### config.mk
export PLATFORM = sky130hd
export DESIGN_NAME = midi_note_decoder
export DESIGN_NICKNAME = d
export VERILOG_FILES = /design/src/rtl/midi_note_decoder.sv
export SDC_FILE = /design/constraint.sdc
export NUM_CORES = 1
export LEC_CHECK = 0
export CAP_MARGIN = 10
export CELL_PAD_IN_SITES_DETAIL_PLACEMENT = 1
export CELL_PAD_IN_SITES_GLOBAL_PLACEMENT = 2
export CORE_UTILIZATION = 33
export CTS_BUF_LIST = sky130_fd_sc_hd__clkbuf_4 sky130_fd_sc_hd__clkbuf_8
export CTS_CLUSTER_DIAMETER = 200
export DETAILED_ROUTE_END_ITERATION = 16
export GPL_ROUTABILITY_DRIVEN = 1
export GPL_TIMING_DRIVEN = 0
export PLACE_DENSITY = 0.81
export REMOVE_ABC_BUFFERS = 1
export SLEW_MARGIN = 25
export SYNTH_ARGS = -nofsm -noshare
export SYNTH_HDL_FRONTEND = slang
export SYNTH_SLANG_ARGS = --single-unit
export TNS_END_PERCENT = 10
### constraint.sdc
create_clock -name clk -period 3.2 [get_ports clk]
set_input_delay 0.48 -clock clk [delete_from_list [all_inputs] [get_ports clk]]
set_output_delay 0.48 -clock clk [all_outputs]
set_load 0.05 [all_outputs]
### src/rtl/midi_note_decoder.sv
// MIDI byte-stream parser for one channel (or omni): tracks running status and
// drives a monophonic last-note-priority note index, velocity and gate.
module midi_note_decoder #(
    parameter logic [3:0] CHANNEL = 4'd0,
    parameter logic       OMNI    = 1'b0
) (
    input  logic       clk,
    input  logic       reset,
    input  logic [7:0] rx_data,
    input  logic       rx_valid,
    output logic [6:0] freq,
    output logic [6:0] velocity,
    output logic       gate,
    output logic       note_on_pulse,
    output logic       note_off_pulse
);

    typedef enum logic [1:0] {IDLE, WAIT_D1, WAIT_D2} state_t;

    // Snapshot of a just-completed message, valid for the cycle its last byte arrives.
    typedef struct packed {
        logic [7:0] status;
        logic [6:0] d1;
        logic [6:0] d2;
    } msg_t;

    state_t     state;
    logic [7:0] run_status;
    logic       run_valid;
    logic [6:0] d1;

    logic       is_sys, is_chan, is_data;
    logic       two_byte;
    logic       msg_done;
    msg_t       msg;
    logic       chan_ok, is_note, in_range, act;
    logic       do_on, do_off;
    logic [6:0] note_idx;

    // Real-time bytes (F8..FF) match none of these classes, so they fall through untouched.
    assign is_sys  = rx_valid && (rx_data[7:3] == 5'b11110);
    assign is_chan = rx_valid && rx_data[7] && (rx_data[7:4] != 4'hF);
    assign is_data = rx_valid && !rx_data[7];

    // Program change (Cn) and channel pressure (Dn) carry a single data byte.
    assign two_byte = (run_status[7:5] != 3'b110);

    always_comb begin
        msg_done = 1'b0;
        msg      = '0;
        if (is_data && run_valid) begin
            if (state == WAIT_D2) begin
                msg_done = 1'b1;
                msg      = '{status: run_status, d1: d1, d2: rx_data[6:0]};
            end else if (!two_byte) begin
                msg_done = 1'b1;
                msg      = '{status: run_status, d1: rx_data[6:0], d2: 7'd0};
            end
        end
    end

    assign chan_ok  = OMNI || (msg.status[3:0] == CHANNEL);
    assign is_note  = (msg.status[7:5] == 3'b100);
    assign in_range = (msg.d1 >= 7'd21) && (msg.d1 <= 7'd108);
    assign act      = msg_done && is_note && chan_ok && in_range;
    assign note_idx = msg.d1 - 7'd21;
    assign do_on    = act && msg.status[4] && (msg.d2 != 7'd0);
    assign do_off   = act && !do_on && gate && (note_idx == freq);

    always_ff @(posedge clk) begin
        if (reset) begin
            state          <= IDLE;
            run_status     <= 8'd0;
            run_valid      <= 1'b0;
            d1             <= 7'd0;
            freq           <= 7'd0;
            velocity       <= 7'd0;
            gate           <= 1'b0;
            note_on_pulse  <= 1'b0;
            note_off_pulse <= 1'b0;
        end else begin
            note_on_pulse  <= 1'b0;
            note_off_pulse <= 1'b0;

            if (is_sys) begin
                run_valid <= 1'b0;
                state     <= IDLE;
            end else if (is_chan) begin
                run_status <= rx_data;
                run_valid  <= 1'b1;
                state      <= WAIT_D1;
            end else if (is_data && run_valid) begin
                case (state)
                    WAIT_D2: state <= IDLE;
                    default: begin
                        if (two_byte) begin
                            d1    <= rx_data[6:0];
                            state <= WAIT_D2;
                        end else begin
                            state <= IDLE;
                        end
                    end
                endcase
            end

            if (do_on) begin
                freq          <= note_idx;
                velocity      <= msg.d2;
                gate          <= 1'b1;
                note_on_pulse <= 1'b1;
            end else if (do_off) begin
                gate           <= 1'b0;
                note_off_pulse <= 1'b1;
            end
        end
    end

endmodule

==> flow_summary.json, run 1 <==
{
  "status": "completed",
  "setup_slack_ns": 0.104,
  "yosys-top-cells-count": "nor2_1, dfxtp_1, nand2_1",
  "r2r-end": "note_off_pulse",
  "ys_dominant_reg_cell": "dfxtp_1",
  "finalPower_uw": 881,
  "worst_pin_slew_ns": 0.672,
  "synth_area_sq_um": 1940,
  "fmax_mhz": 323,
  "worstPathArrival_ns": 3.31,
  "clock_latency_ns": 0.29,
  "grt_pass1_vias": 1846,
  "synth-seq-area-share_pct": 36.1,
  "core_area_sq_um": 5570,
  "grt_max_degree": 34,
  "area_growth_syn_to_layout_pct": 24.1,
  "startpoint_type": "primary input",
  "path_class": "in2reg",
  "endpoint": "note_off_pulse",
  "die_w_microns": 78.7,
  "avgViaCountPerCell": 5.68,
  "min_period_over_period_pct": 96.7,
  "clk_pin_slew_worst_paths_ns": 0.08,
  "rsz0062_at_grt": "true",
  "synth_top_area_share_pct": 36.1,
  "cts_buffer_depth": 2,
  "worstRegToRegCells": 10,
  "port-buffer-count": 27,
  "cts-root-buf": "clkbuf_8",
  "worstHoldPathCells": 2,
  "drt_first_pass_iters": 4,
  "postRouteAntennaNets": 0,
  "cp_max_fo": 5,
  "yosys-top-cells-area": "dfxtp_1, nor2_1, mux2i_1, a21oi_1, nand2_1",
  "wirelength_microns": 5680,
  "grt_pass1_wl_microns": 9550,
  "pin_count": 28,
  "power.leakage_nw": 0.840,
  "hold_viol": 0,
  "hold_buffers": 0,
  "dr_total_vias": 1907,
  "r2r_slack_ns": 0.21,
  "postSynthCellCount": 239,
  "die_h_microns": 78.7,
  "wl_per_cell_microns": 16.9,
  "cts_max_level": 2,
  "synth_top_area_cell": "dfxtp_1",
  "cp.depth": 11,
  "setup_violations": 0,
  "final_nets": 276,
  "crit_buf_inv": 1,
  "fin_util_pct": 43.2,
  "diodes": 0,
  "yosysWarnings": 0,
  "synth-seq-cells": 35,
  "max_slew_margin_pct": 55.1,
  "drv_slew": 0,
  "cts_num_sinks": 35,
  "synth_async_sr_flop_share_pct": 0,
  "synth_cell_types": 53,
  "critical_path.max_stage_delay_ns": 0.55,
  "dp_hpwl_microns": 3860,
  "cp_top_family": "simple AND/OR/NAND/NOR gates",
  "row_count": 27,
  "max-cap-violations": 0,
  "holdWs_ns": 0.457,
  "crit_path_start": "rx_valid",
  "synth_edf_count": 0,
  "dp_slack_ns": -0.671,
  "final_cells": 336,
  "dieArea_sq_um": 6200,
  "grt_overflow": 0,
  "gp_congestion": 0.798,
  "final_area_sq_um": 2410,
  "required_ns": 3.41,
  "min_path_type": "reg2reg",
  "antenna_found_initial": 0,
  "postPlaceCellArea_sq_um": 2230,
  "powerDensity_nw_per_um2": 366,
  "dp.cells": 324,
  "avgSynthCellArea_sq_um": 8.12,
  "drcViolationCount": 0,
  "clock_skew_ns": 0.00865,
  "setup_tns_ns": 0,
  "grt_usage_pct": 19.9,
  "crit_path_end_kind": "flip-flop",
  "cp_slowest_cell": "or4b_4",
  "crit_chain": "clkdlybuf4s50_1 -> nand3b_1 -> a21oi_4 -> nand2b_1 -> ha_4 -> xnor2_1 -> a311o_1 -> a221oi_2 -> nand3_1 -> or4b_4 -> nor4b_4",
  "cts_tree": "done",
  "period_needed_ns": 3.10,
  "initial_core_util_pct": 34.8,
  "drive_above_1_share_pct": 12.5,
  "synth.most_common_cell": "nor2_1",
  "peakVddDrop_mv": 0.176,
  "reg2reg_from": "state[0]",
  "initialDrtViolationCount": 42,
  "cts_buffers": 5
}
kinds of logic (layout without fill, tap and decap cells):
| family | after synthesis | count (layout) | synth area share, % |
|---|---|---|---|
| adder cells (fa/ha/maj) | 1 | 1 | 0.644 |
| multiplexers | 18 | 18 | 10.1 |
| XOR/XNOR | 3 | 3 | 1.35 |
| AND/OR/NAND/NOR | 115 | 115 | 29.7 |
| AO/OA/AOI/OAI | 50 | 50 | 17.8 |
| buffers and inverters | 17 | 42 | 4.32 |
| flip-flops | 35 | 35 | 36.1 |
where the power goes:
| part | total, mW | switching [mW] | internal [mW] |
|---|---|---|---|
| Combinational | 0.0903 | 0.0538 | 0.0365 |
| Clock | 0.336 | 0.167 | 0.169 |
| Sequential | 0.455 | 0.0102 | 0.445 |
| Total | 0.881 | 0.231 | 0.650 |
worst reg2reg max path, delay by kind of cell (launching register included):
family / cells / cell delay [ns]
muxes: 1 / 0.28
AOI/OAI and AO/OA: 2 / 0.52
DFF: 1 / 0.41
xor gates and xnor gates: 1 / 0.11
adders and majority gates: 1 / 0.22
and+or+nand+nor: 5 / 1.37
routing by layer:
| layer | vias up | track usage, % | routed length, microns |
|---|---|---|---|
| met3 | 13 | 4.02 | 198 |
| li1 | 919 | - | - |
| met5 | - | 0 | 0 |
| met4 | 0 | 5.74 | 129 |
| met1 | 941 | 25.9 | 2640 |
| met2 | 34 | 33.0 | 2710 |
placed cells by master, fill, tap and decap left out, types with 3 or more instances in the layout:
cell              n
xnor2_1           3
mux2i_1          13
dfxtp_1          35
o21ai_0           5
a21oi_1          22
nand2_1          23
nand4_1           7
clkdlybuf4s50_1  25
inv_1             3
nand3_1          12
buf_4             5
nor2_1           36
nor3_1           11
clkbuf_8          6
repair_timing:
item / CTS / global route
cloned: 0 / 0
setup endpoints to repair: 16 / 2
gates resized for setup: 1 / 11
setup buffers: 3 / 2
pin swaps: 1 / 5
cell type report:
class,count,area (sq um)
Clock buffer,6,82.6
Tap cell,72,90.1
Clock inverter,1,5.00
Timing Repair Buffer,32,305
Inverter,3,11.3
Sequential cell,35,701
Fill cell,683,3160
Multi-Input combinational cell,187,1210
sequential cells by signal, indices dropped and copies added, names as in the netlist:
register,cells
run_status,8
d1,7
freq,7
velocity,7
state,2
gate,1
note_off_pulse,1
note_on_pulse,1
run_valid,1
worst min path at each step:
stage | from | end | slack [ns]
finish | velocity[4] | velocity[4] | 0.46
CTS | velocity[4] | velocity[4] | 0.46
floorplan | run_valid | run_valid | 0.46
global placement | velocity[6] | velocity[6] | 0.44
global route | velocity[4] | velocity[4] | 0.49
detailed placement | velocity[3] | velocity[3] | 0.45
No activity file was read; power rests on OpenSTA's default activity.
==> inputs of run 2 (changes only) <==
ABC_CLOCK_PERIOD_IN_PS = 3200   (was default)
==> results of run 2 <==
Final layout, timing and power as in run 1 (identical DEF).
==> inputs of run 3 (changes only) <==
CTS_CLUSTER_DIAMETER = 30   (was 200)
==> results of run 3 <==
Final layout, timing and power as in run 1 (identical DEF).
